File: src/rtl/fetch_unit.sv
// Instruction fetch FSM (IDLE/REQ/WAIT/HOLD) with one outstanding request, decoder stall and branch redirect.
// Optional macro FETCH_ALIGN_CHK_EN: misaligned redirect raises sticky fetch_fault and halts fetch until rst.
module fetch_unit #(
  parameter logic [63:0] RESET_PC = 64'h0
) (
  input  logic        clk,
  input  logic        rst,
  output logic        imem_req,
  output logic [63:0] imem_addr,
  input  logic        imem_rvalid,
  input  logic [31:0] imem_rdata,
  input  logic        stall,
  input  logic        redirect_en,
  input  logic [63:0] redirect_pc,
`ifdef FETCH_ALIGN_CHK_EN
  output logic        fetch_fault,
`endif
  output logic [31:0] inst_out,
  output logic [63:0] inst_pc,
  output logic        inst_valid
);

  localparam logic [31:0] NOP = 32'h0000_0013;

  typedef enum logic [1:0] {IDLE, REQ, WAIT, HOLD} state_t;

  state_t      state_q;
  logic [63:0] pc_q;
  logic        req_q;
  logic        drop_q;
  logic        valid_q;
  logic        fault_q;
  logic [31:0] inst_q;
  logic [63:0] inst_pc_q;

  logic redir_act;
  logic redir_bad;
  logic rsp_hit;
  logic drop_d;
  logic drop_redir_d;

  always_comb begin
    redir_act = redirect_en && (state_q != IDLE);
`ifdef FETCH_ALIGN_CHK_EN
    redir_bad = (redirect_pc[1:0] != 2'b00);
`else
    redir_bad = 1'b0;
`endif
    rsp_hit = imem_rvalid && !drop_q;
    drop_d  = drop_q && !imem_rvalid;
    // A response is still owed to us after a redirect if a request was issued
    // this cycle or is in flight and did not just land.
    drop_redir_d = (state_q == REQ) || ((state_q == WAIT) && !rsp_hit) || drop_d;
  end

  always_ff @(posedge clk) begin
    if (rst) begin
      state_q   <= IDLE;
      pc_q      <= RESET_PC;
      req_q     <= 1'b0;
      drop_q    <= 1'b0;
      valid_q   <= 1'b0;
      fault_q   <= 1'b0;
      inst_q    <= NOP;
      inst_pc_q <= 64'h0;
    end else if (redir_act && redir_bad) begin
      state_q <= IDLE;
      req_q   <= 1'b0;
      valid_q <= 1'b0;
      drop_q  <= 1'b0;
      fault_q <= 1'b1;
    end else if (redir_act) begin
      state_q <= REQ;
      req_q   <= 1'b1;
      valid_q <= 1'b0;
      drop_q  <= drop_redir_d;
      pc_q    <= redirect_pc & ~64'd3;
    end else begin
      req_q  <= 1'b0;
      drop_q <= drop_d;
      case (state_q)
        IDLE: begin
          if (!fault_q) begin
            state_q <= REQ;
            req_q   <= 1'b1;
          end
        end
        REQ: state_q <= WAIT;
        WAIT: begin
          if (rsp_hit) begin
            inst_q    <= imem_rdata;
            inst_pc_q <= pc_q;
            valid_q   <= 1'b1;
            pc_q      <= pc_q + 64'd4;
            state_q   <= HOLD;
          end
        end
        HOLD: begin
          if (!stall) begin
            valid_q <= 1'b0;
            state_q <= REQ;
            req_q   <= 1'b1;
          end
        end
        default: state_q <= IDLE;
      endcase
    end
  end

  assign imem_req   = req_q;
  assign imem_addr  = pc_q;
  assign inst_out   = inst_q;
  assign inst_pc    = inst_pc_q;
  assign inst_valid = valid_q;
`ifdef FETCH_ALIGN_CHK_EN
  assign fetch_fault = fault_q;
`endif

endmodule

File: config.mk
export PLATFORM = sky130hd
export DESIGN_NAME = fetch_unit
export DESIGN_NICKNAME = d
export VERILOG_FILES = /design/src/rtl/fetch_unit.sv
export SDC_FILE = /design/constraint.sdc
export NUM_CORES = 1
export LEC_CHECK = 0
export BUFFER_PORTS_ARGS = -buffer_cell sky130_fd_sc_hd__buf_4
export CORE_UTILIZATION = 51
export CTS_BUF_LIST = sky130_fd_sc_hd__clkbuf_4
export DETAILED_ROUTE_END_ITERATION = 16
export GPL_ROUTABILITY_DRIVEN = 0
export GPL_TIMING_DRIVEN = 0
export PLACE_DENSITY = 0.78
export SYNTH_ARGS = -nofsm -noshare
export SYNTH_HDL_FRONTEND = slang
export SYNTH_SLANG_ARGS = --single-unit
File: constraint.sdc
create_clock -name clk -period 2.6 [get_ports clk]
set_clock_uncertainty 0.15 [all_clocks]
set_input_delay 0.39 -clock clk [delete_from_list [all_inputs] [get_ports clk]]
set_output_delay 0.39 -clock clk [all_outputs]
set_load 0.02 [all_outputs]
# Yosys cells after proc, flatten, opt, wreduce, memory -nomap -nowiden
# Cells that the tools add are included.
[totals] wordCells=53 out_inout_bits=162 reg_bits=165 in_bits=101
[classes] bitwise=1 reduce_logical=21 add_sub_neg=1 eq_ne=7 muxes=14
[op_table] op="2-to-1 mux 64 bit" count=3
[op_table] op="adder 64 x 3 -> 64 bit, second input constant" count=1
[op_table] op="one-hot mux 2 bit (4 select lines)" count=1
[op_table] op="AND reduction 2 bit" count=4
[op_table] op="nonzero test 2 bit" count=4
[op_table] op="2-to-1 mux 1 bit" count=6
[op_table] op="inequality test 3 bit, second input constant" count=2
[op_table] op="AND reduction 3 bit" count=2
[op_table] op="equality test 2 bit, second input constant" count=2
[op_table] op="logical AND 1 bit" count=4
[op_table] op="2-to-1 mux 2 bit" count=2
[op_table] op="inequality test 2 bit, second input constant" count=2
[op_table] op="one-hot mux 1 bit (2 select lines)" count=2
[op_table] op="zero test 1 bit" count=3
[op_table] op="equality test 2 x 1 -> 1 bit, second input constant" count=1
[op_table] op="zero test 2 bit" count=1
[op_table] op="logical OR 1 bit" count=2
[op_table] op="OR reduction 2 bit" count=1
[op_table] op="inverter 1 bit" count=1

# Longest topological paths before layout
# Gate-level depths: netlist (run 1).
[depth] ltp_word=7 depth_mapped=10 depth_no_buf=7

# Worst setup path before layout (run 1)
# Ideal clock, no wire load.
[synth_timing] path_type="reg2reg" from="register state_q[0]" to="register pc_q[57] (netlist: imem_addr[57])" stages_incl_launch_ff=9 n_path_buf=1 path_slack_ns=0.284 period_less_slack_ns=2.316 arrival_ns=2.091 cell_sequence="dfxtp_1 inv_1 ha_1 clkbuf_2 nand3b_1 nor4_2 nand4_1 or4_1 a31oi_1"
[synth_between] elab_chain_len=4 elab_cells_between_ends=7
[synth_lines] item="from (decl)" line="27" rtl="state_t state_q;"
[synth_lines] item="from (signal assigned)" line="58" rtl="state_q <= IDLE;"
[synth_lines] item="from (signal assigned)" line="67" rtl="state_q <= IDLE;"
[synth_lines] item="from (signal assigned)" line="73" rtl="state_q <= REQ;"
[synth_lines] item="nonzero test 2 bit" line="43" rtl="redir_act = redirect_en && (state_q != IDLE);"
[synth_lines] item="logical AND 1 bit" line="43"
[synth_lines] item="nonzero test 2 bit (no line)"
[synth_lines] item="AND reduction 2 bit (no line)"
[synth_lines] item="to (signal assigned)" line="77" rtl="pc_q <= redirect_pc & ~64'd3;"
[synth_lines] item="to (signal assigned)" line="94" rtl="pc_q <= pc_q + 64'd4;"
[synth_lines] item="to (decl)" line="28" rtl="logic [63:0] pc_q;"
# Several ways; a longest one is shown, not always the timed one.
# A chain may end at the register's enable or synchronous reset.

# Final worst setup path (run 1)
[layout_timing] from="register state_q[0]" to="register inst_q[25] (netlist: inst_out[25])"
[layout_between] elab_chain_len=4 elab_cells_between_ends=5
[layout_lines] item="nonzero test 2 bit" line="43"
[layout_lines] item="logical AND 1 bit" line="43"
[layout_lines] item="inverter 1 bit (no line)"
[layout_lines] item="AND reduction 3 bit (no line) (*)"
[layout_lines] item="to (signal assigned)" line="91" rtl="inst_q <= imem_rdata;"
[layout_lines] item="to (decl)" line="33" rtl="logic [31:0] inst_q;"
# Every way passes the cells marked *; elsewhere a longest branch is shown, timed or not.

==> results.cfg, run 1 <==
[status]
outcome = finished clean

[cts]
cts_buffers = 17
cts_sinks = 161
clkLatencyLatePin_ns = 0.58
cts_tree = built
cts_root_buf = clkbuf_4
clkTransAtPathRegs_ns = 0.14
cts-htree-levels = 4
clockBufferDepth = 2

[synthesis]
synth_top_area_frac = 0.445
synthDistinctLibCells = 52
ys.flop_type = dfxtp_1
synth_area_leaders = dfxtp_1 (45%), nand2_1 (12%), a21oi_1 (8.1%)
async_flop_share = 0
ys_ff_latch = 161
ys.warnings.count = 0
syn_avg_cell_area_um2 = 7.78
syn_area_um2 = 7240
synth.yosys.seq_area_share = 0.445
synth_edf_count = 0
yosys.area.top_type = dfxtp_1
syn_inst = 931

[power_and_ir_drop]
p_clk_frac = 0.274
power_frac_seq = 0.466
p_sw_mw = 2.19
switching_share = 0.338
power_per_cell_area_nw_per_um2 = 591
power.leakage_nw = 4.34
power_mw = 6.49
intPower_mw = 4.29
ir_drop_mv = 0.529
comb_power_share = 0.260

[setup_path]
endpoint = inst_out[25]$_SDFFE_PP0P_
r2r-end = inst_out[25]$_SDFFE_PP0P_
critPathMaxFanout = 10
cp-end-kind = flop
r2r_slack_ns = 0.06
r2r_start = state_q[0]$_SDFFE_PP0P_
critPathLaunchType = flop
path_class = reg2reg
cp.arrival_ns = 2.91
reg2regPathDepth = 10
crit_required_ns = 2.97
startpoint = state_q[0]$_SDFFE_PP0P_

[sta]
period_share = 0.977
hold_viol = 0
period_minus_slack_ns = 2.54
max_freq_mhz = 394
worst_pin_slew_ns = 0.867
slew_headroom = 0.422
rsz0062_at_grt = yes
tns_ns = 0
setup_viol = 0
maxSlewViolCount = 0
fin_ws_ns = 0.0595

[die]
start_util = 0.522
dieArea_um2 = 14700
core_um2 = 13900
io_pins = 263
rows = 43
die_y_um = 121
dieWidth_um = 121

[global_routing]
grt_use_total = 0.355
antenna_found_initial = 1
grt_pass1_wl_um = 40400
grt_max_degree = 17
grt_pass1_vias = 8012
grt-ovfl-total = 0

[placed_design]
pre_cts_slack_ns = -0.441
port_buffers = 256
dp_hpwl_um = 17300

[layout]
area.growth.synth_to_final_pct = 51.7
multi_input_area_um2 = 3810
layout_common_cells = buf_4 (278), nand2_1 (221), dfxtp_1 (156)
seqCellArea_um2 = 3230
drive_gt1_frac = 0.278
layout_commonest_cell = buf_4
nNetsFinal = 1428
fillers = 970

[drt]
vias_per_cell = 5.69
drt_iter0_drc = 842
wl_per_cell_um = 17.7
vias = 8618
dr.pass1.iters = 6
drc_errors = 0
drtAntennaViolNets = 0
wl_um = 26800

[min_path]
hold_path_class = in2reg
holdPathStages = 4

[run]
cap_violations = 0
==> Yosys cell counts, drive strengths merged, types with 2 or more instances <==
cell,number
nand2,222
dfxtp,161
a21oi,117
clkbuf,56
o21ai,49
nor2,45
nand3,33
nand4,32
nor3,25
nor4,23
a211oi,21
xor2,20
a31oi,15
xnor2,14
inv,13
buf,12
or4,10
o31ai,9
or3,8
and4,6
ha,6
and3,5
nand2b,3
nand4b,3
nor2b,3
or2,3
a32oi,2
mux2i,2
==> timing repair <==
| action | CTS | global route |
|---|---|---|
| setup buffers | 10 | 9 |
| resized for setup | 22 | 31 |
| endpoints found under the setup margin | 78 | 88 |
| endpoints found under the hold margin | 94 | 0 |
| pin swaps | 5 | 7 |
| hold buffers | 94 | 0 |
==> cell type report <==
| class | count | area share |
|---|---|---|
| Clock buffer | 20 | 0.0137 |
| Antenna cell | 1 | 0.000228 |
| Buffer | 67 | 0.0284 |
| Multi-Input combinational cell | 692 | 0.347 |
| Inverter | 13 | 0.00467 |
| Sequential cell | 161 | 0.294 |
| Tap cell | 180 | 0.0205 |
| Clock inverter | 11 | 0.0171 |
| Timing Repair Buffer | 369 | 0.274 |
==> critical path, cell delays in order (launching register included) <==
cell      delay [ns]
dfxtp_4         0.39
inv_4           0.06
ha_4            0.12
buf_6           0.11
nand3b_1        0.15
buf_4           0.19
nor2_2          0.29
clkbuf_2        0.42
clkbuf_2        0.32
nand2_1         0.12
a21oi_1         0.16
==> how the worst min path moves through the flow <==
stage,startpoint,end,slack (ns)
3_5_place_dp,inst_pc[57]$_SDFFE_PP0P_,inst_pc[57]$_SDFFE_PP0P_,0.30
3_3_place_gp,inst_out[28]$_SDFFE_PP0P_,inst_out[28]$_SDFFE_PP0P_,0.29
2_1_floorplan,imem_rdata[0],inst_out[0]$_SDFFE_PP1P_,0.36
4_1_cts,redirect_pc[48],imem_addr[48]$_SDFFE_PP0P_,0.04
5_1_grt,redirect_pc[48],imem_addr[48]$_SDFFE_PP0P_,0.06
6_report,redirect_pc[48],imem_addr[48]$_SDFFE_PP0P_,0.07
==> state kept, by name (all words and copies together) (netlist names) <==
name        count
imem_addr      62
inst_out       32
imem_req        1
inst_pc        62
state_q         2
inst_valid      1
drop_q          1
==> routing by layer <==
layer / part of all wire / track usage / up-vias
met5: 0 / 0 / -
met3: 0.083 / 0.0757 / 89
met2: 0.48 / 0.594 / 476
met1: 0.40 / 0.440 / 4004
li1: - / - / 4049
met4: 0.040 / 0.147 / 0
==> cell families after synthesis <==
logic type / synth area share
flops: 0.445
buf+inv: 0.0456
xor+xnor: 0.0411
compound gates: 0.171
other cells: 0.000518
fa+ha+maj: 0.0104
simple gates: 0.282
mux: 0.00432
==> power by group through the flow <==
stage	Clock, mW	Sequential [mW]	Combinational, mW
5_1_grt	1.87	3.05	1.80
3_3_place_gp	0	3.04	1.46
2_1_floorplan	0	3.21	0.605
3_5_place_dp	0	3.05	1.48
6_report	1.78	3.02	1.69
4_1_cts	1.78	2.99	1.62
==> per-stage QoR <==
stage               instances  area [µm²]  hold slack [ns]  utilization
CTS                      1504       10800           0.0372        0.780
detailed placement       1370        9400            0.297        0.677
global placement         1370        9400            0.293        0.677
finish                   1514       11000           0.0739        0.791
global route             1514       11000           0.0591        0.791
floorplan                 934        7250            0.364            -
Note: power is estimated with default switching activity, not from simulation.
==> inputs of run 2 (changes only) <==
--- a/config.mk
+++ b/config.mk
@@ -5,13 +5,15 @@
 export SDC_FILE = /design/constraint.sdc
 export NUM_CORES = 1
 export LEC_CHECK = 0
+export ABC_AREA = 1
 export BUFFER_PORTS_ARGS = -buffer_cell sky130_fd_sc_hd__buf_4
-export CORE_UTILIZATION = 51
+export CORE_ASPECT_RATIO = 2
+export CORE_UTILIZATION = 53
 export CTS_BUF_LIST = sky130_fd_sc_hd__clkbuf_4
 export DETAILED_ROUTE_END_ITERATION = 16
 export GPL_ROUTABILITY_DRIVEN = 0
 export GPL_TIMING_DRIVEN = 0
-export PLACE_DENSITY = 0.78
+export PLACE_DENSITY = 0.79
 export SYNTH_ARGS = -nofsm -noshare
 export SYNTH_HDL_FRONTEND = slang
 export SYNTH_SLANG_ARGS = --single-unit
==> run 2 against run 1 <==
Compared with the run above:
- core utilization fell by 3.5 points
- combinational power rose by 72%
- critical path depth fell by 1
- synthesized area rose by 15%
- largest power group unchanged
==> results.cfg, run 2 <==
[global_routing]
antenna_found_initial = 1
grt_max_degree = 17
grt_use_total = 0.416
grt_pass1_vias = 9935
grt-ovfl-total = 0
grt_pass1_wl_um = 50800

[setup_path]
path_class = reg2reg
cp-end-kind = flop
crit_required_ns = 2.97
reg2regPathDepth = 9
critPathLaunchType = flop
cp.arrival_ns = 2.79
r2r_slack_ns = 0.18
critPathMaxFanout = 5

[run]
cap_violations = 0

[cts]
cts_setup_buffers = 0
cts_root_buf = clkbuf_4
cts_sinks = 161
cts_tree = built
clkTransAtPathRegs_ns = 0.13
clkLatencyLatePin_ns = 0.62
cts_buffers = 17
clockBufferDepth = 2
cts-htree-levels = 4

[layout]
area.growth.synth_to_final_pct = 38.7
layout_commonest_cell = nor2_1
drive_gt1_frac = 0.228
nNetsFinal = 1720
layout_common_cells = nor2_1 (287), nand2_1 (273), buf_4 (263)

[min_path]
hold_path_class = in2reg
holdPathStages = 5

[die]
core_um2 = 15300
dieArea_um2 = 16300
dieWidth_um = 90.7
die_y_um = 179
start_util = 0.545
rows = 64
io_pins = 263

[synthesis]
synth_compound_area_frac = 0.115
synthDistinctLibCells = 38
synth.yosys.seq_area_share = 0.387
synth_top_family_by_area = simple AND/OR/NAND/NOR gates
async_flop_share = 0
synth-xor-area-share = 0.00630
synth_common_cells = nor2_1 (288), nand2_1 (273), dfxtp_1 (161)
synth_area_leaders = dfxtp_1 (39%), nor2_1 (13%), nand2_1 (12%)
yosys.area.top_type = dfxtp_1
synth_top_area_frac = 0.387
ys.flop_type = dfxtp_1
syn_area_um2 = 8340
synthSimpleGateAreaFrac = 0.391
synth_most_common_cell = nor2_1
syn_avg_cell_area_um2 = 6.59
syn_inst = 1265
synth_edf_count = 0
synth_fa_ha_area_frac = 0.00900
ys.warnings.count = 0
synthMuxAreaShare = 0
ys_ff_latch = 161

[sta]
maxSlewViolCount = 0
period_share = 0.930
hold_viol = 0
fin_ws_ns = 0.182
slew_headroom = 0.421
rsz0062_at_grt = no
worst_pin_slew_ns = 0.869
max_freq_mhz = 414
period_minus_slack_ns = 2.42
setup_viol = 0
tns_ns = 0

[placed_design]
dp_hpwl_um = 25400
pre_cts_slack_ns = 0.267
port_buffers = 256

[drt]
drt_iter0_drc = 736
dr.pass1.iters = 6
drtAntennaViolNets = 0
drc_errors = 0
wl_per_cell_um = 18.6
vias_per_cell = 5.58
vias = 10200
wl_um = 33900

[status]
outcome = finished clean

[power_and_ir_drop]
power_per_cell_area_nw_per_um2 = 686
power.leakage_nw = 5.19
ir_drop_mv = 0.568
-- run 2: kinds of logic (layout without fill, tap and decap cells) --
group | after synthesis | count (layout)
compound gates | 170 | 170
xor+xnor | 6 | 6
fa+ha+maj | 6 | 6
buf+inv | 181 | 538
flops | 161 | 161
other cells | 1 | 5
simple gates | 740 | 740
-- run 2: path summary, 6_finish.rpt --
kind                               from                    endpoint
min reg2reg    inst_out[0]$_SDFFE_PP1P_    inst_out[0]$_SDFFE_PP1P_
max          imem_addr[28]$_SDFFE_PP0P_  imem_addr[39]$_SDFFE_PP0P_
min                     redirect_pc[33]  imem_addr[33]$_SDFFE_PP0P_
max reg2reg  imem_addr[28]$_SDFFE_PP0P_  imem_addr[39]$_SDFFE_PP0P_
-- run 2: repair_timing --
action	in CTS	in global routing
hold buffers	70	0
endpoints found under the setup margin	0	1
gates resized for setup	0	1
endpoints found under the hold margin	70	0
-- run 2: metal layers --
metal / track usage / routed length [µm] / up-vias / part of all wire
li1: - / - / 4726 / -
met1: 0.373 / 10600 / 4651 / 0.31
met2: 0.741 / 17000 / 585 / 0.50
met3: 0.109 / 2830 / 210 / 0.084
met4: 0.411 / 3440 / 0 / 0.10
met5: 0 / 0 / - / 0
-- run 2: final cells by class --
class | count | area, µm²
repair buffers | 326 | 2620
clock buffers | 17 | 128
fillers | 1282 | 3730
flip-flops and latches | 161 | 3220
diodes | 1 | 2.50
clock inverters | 14 | 215
inverters | 121 | 454
well taps | 198 | 248
multi-input cells | 926 | 4360
plain buffers | 60 | 309
-- run 2: worst max-delay path, cell delays in order, from the launching register on --
cell and delay (ns):
dfxtp_1 0.49, nand2_1 0.12, nor2_1 0.32, nand2_1 0.20, nor2_2 0.38, nand2_2 0.26
o21ai_1 0.20, nand3b_1 0.10, nand2_1 0.06, inv_1 0.04
-- run 2: metrics by stage --
stage | std cells | power (mW) | hold WS, ns | area [µm²] | utilization
4_1_cts | 1823 | 7.87 | 0.00310 | 11600 | 0.756
2_1_floorplan | 1268 | 4.81 | 0.319 | 8350 | -
3_3_place_gp | 1722 | 5.98 | 0.304 | 10500 | 0.688
5_1_grt | 1824 | 8.31 | 0.00440 | 11600 | 0.756
3_5_place_dp | 1722 | 6.04 | 0.308 | 10500 | 0.688
6_report | 1824 | 7.94 | 0.00737 | 11600 | 0.756
-- run 2: where the power goes --
| group | internal, mW | leakage (nW) | switching [mW] |
|---|---|---|---|
| sequential | 2.85 | 1.31 | 0.383 |
| clock | 0.851 | 0.167 | 0.948 |
| combinational | 1.12 | 3.71 | 1.80 |
| total | 4.81 | 5.19 | 3.13 |
